File: src/rtl/cam_pkg.sv
// Shared constants and types for the CAM storage/search core.
package cam_pkg;

    localparam int CAM_DEPTH_DEF = 8;
    localparam int CAM_WIDTH_DEF = 4;

    // Selects whether a priority encoder reports the lowest or the highest set bit.
    typedef enum logic {
        PRIO_LOW  = 1'b0,
        PRIO_HIGH = 1'b1
    } prio_dir_e;

endpackage

File: src/rtl/cam_if.sv
// Bus bundle for cam_array: direct write, invalidate, insert handshake,
// lookup request/response and occupancy flags.
// Optional feature macro: CAM_HIT_COUNT_EN adds rsp_hit_cnt.
interface cam_if
    import cam_pkg::*;
#(
    parameter int DEPTH = CAM_DEPTH_DEF,
    parameter int WIDTH = CAM_WIDTH_DEF
);
    localparam int AW = $clog2(DEPTH);

    logic             clr;
    logic             wr_en;
    logic [AW-1:0]    wr_addr;
    logic [WIDTH-1:0] wr_data;
    logic             inv_en;
    logic [AW-1:0]    inv_addr;
    logic             ins_valid;
    logic [WIDTH-1:0] ins_data;
    logic             ins_ready;
    logic [AW-1:0]    ins_addr;
    logic             lk_valid;
    logic [WIDTH-1:0] lk_key;
    logic             rsp_valid;
    logic             rsp_hit;
    logic [AW-1:0]    rsp_min_addr;
    logic [AW-1:0]    rsp_max_addr;
    logic             full;
    logic             empty;
`ifdef CAM_HIT_COUNT_EN
    logic [AW:0]      rsp_hit_cnt;
`endif

    // The requester drives commands and observes responses.
    modport master (
        output clr, wr_en, wr_addr, wr_data, inv_en, inv_addr,
               ins_valid, ins_data, lk_valid, lk_key,
        input  ins_ready, ins_addr, rsp_valid, rsp_hit, rsp_min_addr,
               rsp_max_addr, full, empty
`ifdef CAM_HIT_COUNT_EN
        , input rsp_hit_cnt
`endif
    );

    // The CAM receives commands and produces responses.
    modport slave (
        input  clr, wr_en, wr_addr, wr_data, inv_en, inv_addr,
               ins_valid, ins_data, lk_valid, lk_key,
        output ins_ready, ins_addr, rsp_valid, rsp_hit, rsp_min_addr,
               rsp_max_addr, full, empty
`ifdef CAM_HIT_COUNT_EN
        , output rsp_hit_cnt
`endif
    );

endinterface

File: src/rtl/cam_prio_enc.sv
// Priority encoder: index of the lowest (PRIO_LOW) or highest (PRIO_HIGH)
// set bit of an N-bit vector, plus an any-set flag. Index is 0 when no bit is set.
module cam_prio_enc
    import cam_pkg::*;
#(
    parameter int        N   = CAM_DEPTH_DEF,
    parameter prio_dir_e DIR = PRIO_LOW
) (
    input  logic [N-1:0]         vec,
    output logic [$clog2(N)-1:0] idx,
    output logic                 any
);
    localparam int IW = $clog2(N);

    // Scan so that the winning bit is the last one assigned.
    always_comb begin
        idx = '0;
        any = |vec;
        if (DIR == PRIO_LOW) begin
            for (int i = N - 1; i >= 0; i--) begin
                if (vec[i]) idx = IW'(i);
            end
        end else begin
            for (int i = 0; i < N; i++) begin
                if (vec[i]) idx = IW'(i);
            end
        end
    end

endmodule

File: src/rtl/cam_array.sv
// Clocked content-addressable memory with per-entry valid bits.
// Entries are loaded by direct write or auto-allocating insert; a registered
// lookup reports hit plus lowest and highest matching index.
// Optional feature macro: CAM_HIT_COUNT_EN adds a registered match count.
module cam_array
    import cam_pkg::*;
#(
    parameter int DEPTH = CAM_DEPTH_DEF,
    parameter int WIDTH = CAM_WIDTH_DEF
) (
    input  logic clk,
    input  logic rst_n,
    cam_if.slave bus
);
    localparam int AW = $clog2(DEPTH);

    logic [WIDTH-1:0] mem [DEPTH];
    logic [DEPTH-1:0] valid;
    logic [DEPTH-1:0] valid_nxt;
    logic [DEPTH-1:0] match;

    logic [AW-1:0]    min_idx;
    logic [AW-1:0]    max_idx;
    logic [AW-1:0]    free_idx;
    logic             min_any;
    logic             max_any;
    logic             free_any;
    logic             ins_ready;
    logic             ins_fire;

    logic             rsp_valid_q;
    logic             rsp_hit_q;
    logic [AW-1:0]    rsp_min_q;
    logic [AW-1:0]    rsp_max_q;

    // Compare the key against the current (pre-update) contents of every valid entry.
    always_comb begin
        match = '0;
        for (int e = 0; e < DEPTH; e++) begin
            match[e] = valid[e] && (mem[e] == bus.lk_key);
        end
    end

    cam_prio_enc #(.N(DEPTH), .DIR(PRIO_LOW)) u_min_enc (
        .vec (match),
        .idx (min_idx),
        .any (min_any)
    );

    cam_prio_enc #(.N(DEPTH), .DIR(PRIO_HIGH)) u_max_enc (
        .vec (match),
        .idx (max_idx),
        .any (max_any)
    );

    cam_prio_enc #(.N(DEPTH), .DIR(PRIO_LOW)) u_free_enc (
        .vec (~valid),
        .idx (free_idx),
        .any (free_any)
    );

    // Direct write and clear both block insert, so a single data write port suffices.
    assign ins_ready = free_any && !bus.clr && !bus.wr_en;
    assign ins_fire  = bus.ins_valid && ins_ready;

    // Valid bits: set by write/insert, overridden by invalidate, overridden again by clear.
    always_comb begin
        valid_nxt = valid;
        if (bus.wr_en) valid_nxt[bus.wr_addr] = 1'b1;
        if (ins_fire) valid_nxt[free_idx] = 1'b1;
        if (bus.inv_en) valid_nxt[bus.inv_addr] = 1'b0;
        if (bus.clr) valid_nxt = '0;
    end

    // Entry storage and valid bits; clear and invalidate never touch the data.
    always_ff @(posedge clk or negedge rst_n) begin
        if (!rst_n) begin
            valid <= '0;
            for (int e = 0; e < DEPTH; e++) begin
                mem[e] <= '0;
            end
        end else begin
            valid <= valid_nxt;
            if (bus.wr_en) begin
                mem[bus.wr_addr] <= bus.wr_data;
            end else if (ins_fire) begin
                mem[free_idx] <= bus.ins_data;
            end
        end
    end

    // Lookup response register: strobe every cycle, result fields hold between lookups.
    always_ff @(posedge clk or negedge rst_n) begin
        if (!rst_n) begin
            rsp_valid_q <= 1'b0;
            rsp_hit_q   <= 1'b0;
            rsp_min_q   <= '0;
            rsp_max_q   <= '0;
        end else begin
            rsp_valid_q <= bus.lk_valid;
            if (bus.lk_valid) begin
                rsp_hit_q <= min_any | max_any;
                rsp_min_q <= min_idx;
                rsp_max_q <= max_idx;
            end
        end
    end

`ifdef CAM_HIT_COUNT_EN
    logic [AW:0] hit_cnt;
    logic [AW:0] rsp_hit_cnt_q;

    // Population count of the match vector.
    always_comb begin
        hit_cnt = '0;
        for (int e = 0; e < DEPTH; e++) begin
            hit_cnt = hit_cnt + (AW + 1)'(match[e]);
        end
    end

    // Match count registered alongside the hit flag.
    always_ff @(posedge clk or negedge rst_n) begin
        if (!rst_n) begin
            rsp_hit_cnt_q <= '0;
        end else if (bus.lk_valid) begin
            rsp_hit_cnt_q <= hit_cnt;
        end
    end

    assign bus.rsp_hit_cnt = rsp_hit_cnt_q;
`endif

    assign bus.ins_ready    = ins_ready;
    assign bus.ins_addr     = free_idx;
    assign bus.full         = !free_any;
    assign bus.empty        = !(|valid);
    assign bus.rsp_valid    = rsp_valid_q;
    assign bus.rsp_hit      = rsp_hit_q;
    assign bus.rsp_min_addr = rsp_min_q;
    assign bus.rsp_max_addr = rsp_max_q;

endmodule
File: src/flat_wrapper.sv
// flat-port wrapper written by rule: the top's interface ports become plain ports
module cam_array_flat import cam_pkg::*;
#(
    parameter int DEPTH = CAM_DEPTH_DEF,
    parameter int WIDTH = CAM_WIDTH_DEF
)
  (clk, rst_n, bus_clr, bus_wr_en, bus_wr_addr, bus_wr_data, bus_inv_en, bus_inv_addr, bus_ins_valid, bus_ins_data, bus_lk_valid, bus_lk_key, bus_ins_ready, bus_ins_addr, bus_rsp_valid, bus_rsp_hit, bus_rsp_min_addr, bus_rsp_max_addr, bus_full, bus_empty);
  cam_if #(.DEPTH(DEPTH), .WIDTH(WIDTH)) bus_i ();
  input  logic clk;
  input  logic rst_n;
  input wire logic [$bits(bus_i.clr)-1:0] bus_clr;
  input wire logic [$bits(bus_i.wr_en)-1:0] bus_wr_en;
  input wire logic [$bits(bus_i.wr_addr)-1:0] bus_wr_addr;
  input wire logic [$bits(bus_i.wr_data)-1:0] bus_wr_data;
  input wire logic [$bits(bus_i.inv_en)-1:0] bus_inv_en;
  input wire logic [$bits(bus_i.inv_addr)-1:0] bus_inv_addr;
  input wire logic [$bits(bus_i.ins_valid)-1:0] bus_ins_valid;
  input wire logic [$bits(bus_i.ins_data)-1:0] bus_ins_data;
  input wire logic [$bits(bus_i.lk_valid)-1:0] bus_lk_valid;
  input wire logic [$bits(bus_i.lk_key)-1:0] bus_lk_key;
  output wire logic [$bits(bus_i.ins_ready)-1:0] bus_ins_ready;
  output wire logic [$bits(bus_i.ins_addr)-1:0] bus_ins_addr;
  output wire logic [$bits(bus_i.rsp_valid)-1:0] bus_rsp_valid;
  output wire logic [$bits(bus_i.rsp_hit)-1:0] bus_rsp_hit;
  output wire logic [$bits(bus_i.rsp_min_addr)-1:0] bus_rsp_min_addr;
  output wire logic [$bits(bus_i.rsp_max_addr)-1:0] bus_rsp_max_addr;
  output wire logic [$bits(bus_i.full)-1:0] bus_full;
  output wire logic [$bits(bus_i.empty)-1:0] bus_empty;
  assign bus_i.clr = bus_clr;
  assign bus_i.wr_en = bus_wr_en;
  assign bus_i.wr_addr = bus_wr_addr;
  assign bus_i.wr_data = bus_wr_data;
  assign bus_i.inv_en = bus_inv_en;
  assign bus_i.inv_addr = bus_inv_addr;
  assign bus_i.ins_valid = bus_ins_valid;
  assign bus_i.ins_data = bus_ins_data;
  assign bus_i.lk_valid = bus_lk_valid;
  assign bus_i.lk_key = bus_lk_key;
  assign bus_ins_ready = bus_i.ins_ready;
  assign bus_ins_addr = bus_i.ins_addr;
  assign bus_rsp_valid = bus_i.rsp_valid;
  assign bus_rsp_hit = bus_i.rsp_hit;
  assign bus_rsp_min_addr = bus_i.rsp_min_addr;
  assign bus_rsp_max_addr = bus_i.rsp_max_addr;
  assign bus_full = bus_i.full;
  assign bus_empty = bus_i.empty;
  cam_array #(.DEPTH(DEPTH), .WIDTH(WIDTH)) u_core (.clk(clk), .rst_n(rst_n), .bus(bus_i));
endmodule
File: config.mk
export PLATFORM = sky130hd
export DESIGN_NAME = cam_array_flat
export DESIGN_NICKNAME = d
export VERILOG_FILES = /design/src/rtl/cam_pkg.sv /design/src/rtl/cam_if.sv /design/src/rtl/cam_prio_enc.sv /design/src/rtl/cam_array.sv /design/src/flat_wrapper.sv
export SDC_FILE = /design/constraint.sdc
export NUM_CORES = 1
export LEC_CHECK = 0
export CAP_MARGIN = 20
export CELL_PAD_IN_SITES_DETAIL_PLACEMENT = 1
export CELL_PAD_IN_SITES_GLOBAL_PLACEMENT = 1
export CORE_UTILIZATION = 42
export CTS_BUF_LIST = sky130_fd_sc_hd__clkbuf_8 sky130_fd_sc_hd__clkbuf_16
export DETAILED_ROUTE_END_ITERATION = 8
export PLACE_DENSITY = 0.77
export SYNTH_ARGS = -nofsm -noshare
export SYNTH_HDL_FRONTEND = slang
export SYNTH_SLANG_ARGS = --single-unit
File: constraint.sdc
create_clock -name clk -period 2.2 [get_ports clk]
set_clock_uncertainty 0.15 [all_clocks]
set_input_delay 0.44 -clock clk [delete_from_list [all_inputs] [get_ports clk]]
set_output_delay 0.44 -clock clk [all_outputs]
set_load 0.1 [all_outputs]
==> flow_summary.json <==
{
  "status": "complete, but fails checks",
  "violations": "DRC, setup timing",
  "crit_start": "u_core.valid[1]",
  "worstPathRequired_ns": 1.61,
  "port_buffers": 38,
  "drt_wl_total_mm": 9.48,
  "final_cells": 466,
  "syn_area_per_cell_sq_um": 9.51,
  "wl_per_cell_um": 20.3,
  "rsz0062_at_grt": "yes",
  "crit_type": "register to output port",
  "grt_pass1_wl_mm": 14.6,
  "drt-initial-drc-count": 166,
  "critPathMaxStageDelay_ns": 0.47,
  "layout_min_cycle_time_ns": 2.25,
  "finalCritPeriodShare_pct": 102,
  "critPathCaptureType": "output port",
  "ys_warn_count": 0,
  "first_pass_iters": 7,
  "clock_latency_ns": 0.31,
  "drcViolationCount": 2,
  "clkTransAtPathRegs_ns": 0.10,
  "diodes": 0,
  "vdd_ir_drop_max_mv": 0.380,
  "synth_cells": 298,
  "via_count": 2676,
  "clock.fmax_mhz": 445,
  "ant_nets": 0,
  "htree_num_levels": 2,
  "worst-path-buf-inv": 3,
  "design_area_sq_um": 3970,
  "synth_cell_types": 54,
  "dp_hpwl_mm": 6.88,
  "drv_slew": 0,
  "finalHoldViolations": 0,
  "worstPathArrival_ns": 1.66,
  "grt_usage_pct": 26.9,
  "setup_tns_ns": -0.0689,
  "area_growth_pct": 39.9,
  "cts_sinks": 48,
  "synth_ff_type": "dfrtp_1",
  "cp_max_fo": 7,
  "cts_buffer_depth": 2,
  "grt_pass1_vias": 2778,
  "cts_tree": "done",
  "cp_slowest_cell": "dfrtp_2",
  "cap_violations": 0,
  "hold_ws_ns": 0.0798,
  "layout_common_cells": "buf_4, dfrtp_1, nand2_1",
  "mostFrequentLayoutCell": "buf_4",
  "antenna_found_initial": 0,
  "ys_ff_latch": 48,
  "leakage_nw": 1.89,
  "hold_path.class": "input pin to asynchronous set/reset pin",
  "final-setup-viol-count": 2,
  "gp_congestion": 0.894,
  "fp-row-count": 29,
  "dpl-instance-area_sq_um": 3680,
  "ios": 39,
  "ys_seq_area_share_pct": 42.4,
  "syn-num-nets": 323,
  "path_delay_family": "buffers and inverters",
  "cp_cell_sequence": "inv_1 > o21ai_0 > a31oi_2 > buf_4 > buf_12",
  "setup_ws_ns": -0.0475,
  "crit_path_start_kind": "register",
  "via_per_inst": 5.74,
  "overflow": 0,
  "relSlewSlack_pct": 56.8,
  "r2r-start": "u_core.valid[1]",
  "start_util_pct": 44.1,
  "cts_root_buf": "clkbuf_8",
  "nets": 413,
  "power.density_nw_per_um2": 632,
  "dieArea_sq_um": 7080,
  "synth_edf_count": 0,
  "p_total_w": 0.00251,
  "core_region_area_sq_um": 6420,
  "tightest_slew_ns": 0.648,
  "netlist_area_sq_um": 2840,
  "drive_gt1_share_pct": 31.6,
  "numCtsBuffers": 5,
  "async_flop_share_pct": 100,
  "dieHeight_um": 84.2,
  "die_x_um": 84.2,
  "grt_max_degree": 49,
  "placed_cells": 448
}
[kinds of logic after synthesis]
group	Yosys count	share of synthesized area, %
flip-flops	48	42.4
XOR/XNOR	29	8.96
buffers and inverters	24	4.59
AO/OA/AOI/OAI	78	22.6
AND/OR/NAND/NOR	119	21.5
[final timing paths]
check,to,slack [ns],depth (start not counted)
setup reg to reg,u_core.mem[12],0.20,8
hold reg to reg,u_core.bus.rsp_max_addr[1],0.35,1
setup / recovery,bus_ins_addr[0],-0.05,5
max in group asynchronous,u_core.valid[6],1.35,2
min in group clk,u_core.bus.rsp_max_addr[1],0.35,1
hold / removal,u_core.mem[2],0.08,2
[registers in the layout, indices dropped and copies added (netlist names)]
name / flops
u_core.bus.rsp_valid: 1
u_core.mem: 32
u_core.bus.rsp_hit: 1
u_core.bus.rsp_min_addr: 3
u_core.valid: 8
u_core.bus.rsp_max_addr: 3
[cell usage after synthesis (all sizes together) (3+ instances only)]
cell type	n	area share, %
clkbuf	8	1.1
nand2b	6	1.3
or4	3	0.93
a22oi	16	4.2
nor4	3	0.66
nor2	31	5.3
inv	9	1.2
nor2b	6	1.3
nand2	41	5.4
nor3	11	1.9
nand3	6	1.1
a31oi	5	1.3
a21o	17	4.5
dfrtp	48	42
a22o	17	5.3
xnor2	15	4.6
xor2	14	4.3
o21ai	5	0.88
a221oi	5	2.0
buf	5	1.6
[routing by layer]
metal	GRT usage (%)	vias up	share of wire, %
li1	-	1243	-
met1	34.1	1333	43
met2	48.1	77	51
met3	3.54	23	3.3
met4	7.52	0	3.1
met5	0	-	0
[area by class of cell]
type	count	area (sq um)
Fill cell	719	2460
Multi-Input combinational cell	226	1600
Sequential cell	48	1210
Timing Repair Buffer	98	917
Tap cell	77	96.3
Clock buffer	5	68.8
Clock inverter	3	42.5
Inverter	9	33.8
[per-stage QoR]
step | util, % | worst slack (ns)
after floorplan | - | -0.420
after global placement | 57.4 | -0.329
after detailed placement | 57.4 | -0.386
after CTS | 59.4 | -0.0415
after global routing | 61.8 | -0.106
final | 61.8 | -0.0475
[timing repair]
action	CTS	global route
buffers inserted	0	10
gates resized for setup	8	17
setup endpoints to repair	6	9
cloned	0	0
pin swaps	1	10
hold buffers	0	0
[where the power goes]
group	switching, W	internal (W)
clock	0.000323	0.000337
sequential	0.000110	0.00101
combinational	0.000408	0.000318
total	0.000841	0.00167
No activity file was read; power rests on OpenSTA's default activity.
